$ cat src/rtl/nbit_subtracter.sv
// Registered N-bit ripple-borrow subtracter: {b_out, diff} = a - b - b_in, one cycle after in_valid.
// Optional signed-overflow output enabled by defining NBIT_SUBTRACTER_OVF_EN.
module nbit_subtracter #(
  parameter int N = 4
) (
  input  logic         clk,
  input  logic         rst_n,
  input  logic         in_valid,
  input  logic [N-1:0] a,
  input  logic [N-1:0] b,
  input  logic         b_in,
  output logic         out_valid,
  output logic [N-1:0] diff,
  output logic         b_out
`ifdef NBIT_SUBTRACTER_OVF_EN
  ,
  output logic         ovf
`endif
);

  logic [N:0]   br;
  logic [N-1:0] diff_next;
  logic [N-1:0] diff_reg;
  logic         b_out_reg;
  logic         out_valid_reg;

  assign br[0] = b_in;

  // One full-subtracter cell per bit; the borrow ripples from LSB to MSB.
  generate
    for (genvar gi = 0; gi < N; gi++) begin : g_cell
      assign diff_next[gi] = a[gi] ^ b[gi] ^ br[gi];
      assign br[gi+1]      = (~a[gi] & b[gi]) | (~(a[gi] ^ b[gi]) & br[gi]);
    end
  endgenerate

  always_ff @(posedge clk) begin
    if (!rst_n) begin
      diff_reg      <= '0;
      b_out_reg     <= 1'b0;
      out_valid_reg <= 1'b0;
    end else begin
      out_valid_reg <= in_valid;
      if (in_valid) begin
        diff_reg  <= diff_next;
        b_out_reg <= br[N];
      end
    end
  end

  assign diff      = diff_reg;
  assign b_out     = b_out_reg;
  assign out_valid = out_valid_reg;

`ifdef NBIT_SUBTRACTER_OVF_EN
  logic ovf_next;
  logic ovf_reg;

  // Operands of differing sign whose result sign departs from the minuend's.
  assign ovf_next = (a[N-1] ^ b[N-1]) & (diff_next[N-1] ^ a[N-1]);

  always_ff @(posedge clk) begin
    if (!rst_n) begin
      ovf_reg <= 1'b0;
    end else if (in_valid) begin
      ovf_reg <= ovf_next;
    end
  end

  assign ovf = ovf_reg;
`endif

endmodule

$ cat config.mk
export PLATFORM = sky130hd
export DESIGN_NAME = nbit_subtracter
export DESIGN_NICKNAME = d
export VERILOG_FILES = /design/src/rtl/nbit_subtracter.sv
export SDC_FILE = /design/constraint.sdc
export NUM_CORES = 1
export LEC_CHECK = 0
export BUFFER_PORTS_ARGS = -buffer_cell sky130_fd_sc_hd__buf_2
export CORE_AREA = 2 2 39 41
export DETAILED_ROUTE_END_ITERATION = 8
export DIE_AREA = 0 0 41 43
export PLACE_DENSITY = 0.51
export SYNTH_ARGS = -nofsm -noshare
export SYNTH_HDL_FRONTEND = slang
export SYNTH_SLANG_ARGS = --single-unit
$ cat constraint.sdc
create_clock -name clk -period 2.3 [get_ports clk]
set_clock_uncertainty 0.15 [all_clocks]
set_input_delay 0.345 -clock clk [delete_from_list [all_inputs] [get_ports clk]]
set_output_delay 0.345 -clock clk [all_outputs]
set_load 0.1 [all_outputs]
# --- Yosys cells after proc, flatten, opt, wreduce, memory -nomap -nowiden ---
# Cells that the tools add are included.
word_totals:
  ff_bits: 6
  out_inout_bits: 6
  word_cells: 31
classes:
  bitwise_logic: 28
op_table:
  columns: ["cell", "n"]
  rows:
  - ["AND 1 bit", 8]
  - ["NOT 1 bit", 8]
  - ["XOR 1 bit", 8]
  - ["OR 1 bit", 4]

# --- Longest topological paths before layout ---
logic_depth:
  word_depth: 10
  ltp_mapped: 9
  mapped_depth_nobuf: 9

# --- Worst setup path before layout ---
# OpenSTA, ideal clock, no wires.
synth_timing:
  path_type: "input to register"
  from: "in b[0]"
  to: "reg diff_reg[3], in the netlist diff[3]"
  setup_time_ns: 0.120
  t_arrival_ns: 1.963
  required_time_ns: 2.030
  slack_ns: 0.068
  cell_stages: 9
  n_path_buf: 0
  path_cell_list: "inv_1 > fa_1 > inv_1 > fa_1 > fa_1 > inv_1 > fa_1 > mux2i_1 > nor2b_1"
synth_between:
  elab_chain_len: 9
  elab_cells_between_ends: 10
synth_rtl:
  columns: ["item", "line_no", "rtl"]
  rows:
  - ["start, declared", "10", "input logic [N-1:0] b,"]
  - ["XOR 1 bit", "33", "assign br[gi+1] = (~a[gi] & b[gi]) | (~(a[gi] ^ b[gi]) & br[gi]);"]
  - ["NOT 1 bit", "33", null]
  - ["AND 1 bit", "33", null]
  - ["OR 1 bit *", "33", null]
  - ["AND 1 bit *", "33", null]
  - ["OR 1 bit *", "33", null]
  - ["AND 1 bit *", "33", null]
  - ["OR 1 bit *", "33", null]
  - ["XOR 1 bit *", "32", "assign diff_next[gi] = a[gi] ^ b[gi] ^ br[gi];"]
  - ["named net diff_next[3]", "22", "logic [N-1:0] diff_next;"]
  - ["end signal, assigned", "45", "diff_reg <= diff_next;"]
  - ["end, declared", "23", "logic [N-1:0] diff_reg;"]
# The timed path passes the listed nets; every way through them passes the cells marked *.
# A chain may end at the register's enable or synchronous reset.

# --- Final worst setup path ---
# Same ends and word-level chain as after synthesis.

==> impl_metrics.py <==
metrics = {
    "power": {
        "power_density_mw_per_mm2": 757.9,
        "ir_worst_vdd_uv": 384.3,
        "leakage_uw": 0.0002582,
    },
    "sta": {
        "hold_slack_ns": 0.2532,
        "worstMarginPinSlew_ns": 0.4842,
        "hold_violations": 0,
        "setup-tns-final_ns": 0,
        "slew_violations": 0,
        "slew_headroom_pct": 67.94,
        "setup_viol": 0,
        "fin_crit_sh_pct": 94.22,
        "fin_crit_ns": 2.167,
        "max_freq_mhz": 461.5,
        "rsz0062_at_grt": "no",
    },
    "clock_network": {
        "cts_root_buf": "clkbuf_4",
        "cts_tree": "yes",
        "post_cts_resized": 0,
        "clk_path_buf_depth": 2,
        "clkSinkCount": 6,
        "worstSkewPairLatency_ns": 0.23,
        "post_cts_buffers": 0,
        "ctsHtreeMaxLevel": 1,
        "clk_pin_slew_ns": 0.04,
        "cts_buffers": 3,
        "cts_hold_buf": 0,
    },
    "placed_design": {
        "place_congestion": 0.5404,
        "dp.cells": 61,
        "dp_hpwl_um": 466.3,
        "place_area_um2": 412.9,
        "portBuffers": 17,
    },
    "global_routing": {
        "grt_max_degree": 10,
        "globalRouteMet2Util_pct": 9.063,
        "use_met3_pct": 4.712,
        "grt_pass1_wl_um": 917,
        "antenna_found_initial": 0,
        "grt_pass1_vias": 235,
        "gr-usage-all-layers_pct": 8.274,
        "grt-ovfl-total": 0,
        "use_met1_pct": 11.44,
        "busiest_layer": "met1",
    },
    "floorplanning": {
        "die_y_um": 43,
        "die_x_um": 41,
        "fp.coreArea_mm2": 0.001384,
        "die_area_mm2": 0.001763,
        "start_util_pct": 23.06,
        "io_pins": 18,
        "rows": 14,
    },
    "layout": {
        "utilization_pct": 31.46,
        "seq_area_um2": 120.1,
        "area_growth_syn_to_layout_pct": 36.47,
        "fin_cells": 64,
        "fillers": 150,
        "drive_gt1_share_pct": 43.75,
        "diodes": 0,
        "largest_reg_flops": 4,
        "multiInputGateArea_um2": 161.4,
        "stdcell_area_um2": 435.4,
        "fin_nets": 66,
    },
    "hold_path": {
        "hold_depth": 2,
        "min_from": "rst_n",
        "min_to": "diff[3]$_SDFFE_PN0P_",
        "hold_path_class": "in -> reg",
    },
    "yosys": {
        "synth_top_cell_by_area": "dfxtp_1",
        "synthTopCellsByArea": "dfxtp_1, fa_1, o211a_1",
        "syn_area_per_cell_um2": 11.00,
        "synthArstFlopShare_pct": 0,
        "yosys_most_used_dff": "dfxtp_1",
        "ys_warn_count": 0,
        "synth_edf_count": 0,
        "ys_top_cells_by_count": "inv_1, dfxtp_1, fa_1",
        "yosys.cell_types.count": 9,
        "synth_area_um2": 319.1,
        "ys_ff_latch": 6,
        "seq_area_frac_synth_pct": 37.65,
        "yosysTopAreaCellShare_pct": 37.65,
        "synth.net_count": 45,
        "yosysMostFrequentCell": "inv_1",
        "syn-instance-count": 29,
    },
    "route": {
        "vias_per_cell": 3.781,
        "postRouteAntennaNets": 0,
        "first_iter_violations": 4,
        "drc": 0,
        "vias": 242,
        "dr.pass1.iters": 4,
        "wl_um": 558,
        "wl_per_cell_um": 8.719,
    },
    "critical_path": {
        "path_delay_family": "adder cells",
        "cp_cell_sequence": "buf_2 -> inv_1 -> fa_1 -> inv_1 -> fa_1 -> fa_1 -> inv_1 -> fa_1 -> mux2i_1 -> nor2b_1",
        "reg2reg_to": "b_out$_SDFFE_PN0P_",
        "cp_max_fo": 1,
        "critPathRequiredTime_ns": 2.28,
        "cp_common_cell": "fa_1",
        "slowest_delay_ns": 0.41,
        "r2r_start": "b_out$_SDFFE_PN0P_",
        "startpoint_type": "primary input",
        "worst_setup_path_end_kind": "register",
        "cp.arrival_ns": 2.14,
        "reg2reg_depth": 1,
        "cp_slowest_cell": "fa_1",
        "critPathKind": "in -> reg",
        "regToRegSetupSlack_ns": 1.52,
        "cp.buffers_inverters": 4,
    },
    "outcome": {
        "status": "finished clean",
    },
    "flow_run": {
        "cap_viol_max_count": 0,
    },
}
==> layer usage <==
layer / vias up / routed length [um]
li1: 126 / -
met1: 104 / 246
met2: 12 / 242
met3: 0 / 69
met4: 0 / 0
met5: - / 0
==> layout by cell type (no fill, tap or decap) <==
cell      Yosys  final
buf_2         0     17
inv_1         7      7
o211a_1       3      3
fa_1          4      4
nor2b_1       2      2
mux2i_1       2      2
clkbuf_4      0      3
dfxtp_1       6      6
nand2_1       3      3
and2_2        1      1
==> metrics by stage <==
step | total power, uW | setup WS, ns
after floorplan | 215.6 | 0.06771
after global placement | 239.0 | -0.09515
after detailed placement | 240.1 | -0.1461
after CTS | 339.8 | 0.1144
after global routing | 357.2 | 0.04876
final | 330.0 | 0.1330
==> area by class of cell <==
type / count / area share, %
clock buffers: 3 / 5.172
inverters: 7 / 6.034
multi-input cells: 15 / 37.07
flip-flops and latches: 6 / 27.59
well taps: 16 / 4.598
repair buffers: 17 / 19.54
==> worst max path at each step <==
stage | startpoint | to | slack, ns | cells past startpoint
floorplan | b[0] | diff[3]$_SDFFE_PN0P_ | 0.07 | 9
global placement | b[0] | diff[3]$_SDFFE_PN0P_ | -0.1 | 10
detailed placement | b[0] | diff[3]$_SDFFE_PN0P_ | -0.15 | 10
CTS | b[0] | diff[3]$_SDFFE_PN0P_ | 0.11 | 10
global route | b[0] | diff[3]$_SDFFE_PN0P_ | 0.05 | 10
finish | b[0] | diff[3]$_SDFFE_PN0P_ | 0.13 | 10
==> where the power goes <==
group | internal [uW] | switching (uW)
Clock | 58.8 | 34.7
Sequential | 114 | 4.18
Combinational | 28.7 | 89.8
Total | 201 | 129
==> kinds of logic after synthesis <==
logic type | after synthesis | share of synthesized area (%)
multiplexers | 2 | 6.275
AO/OA/AOI/OAI | 3 | 9.412
adder cells (fa/ha/maj) | 4 | 25.10
flip-flops | 6 | 37.65
buffers and inverters | 8 | 11.77
AND/OR/NAND/NOR | 6 | 9.804
No activity file was read; power rests on OpenSTA's default activity.
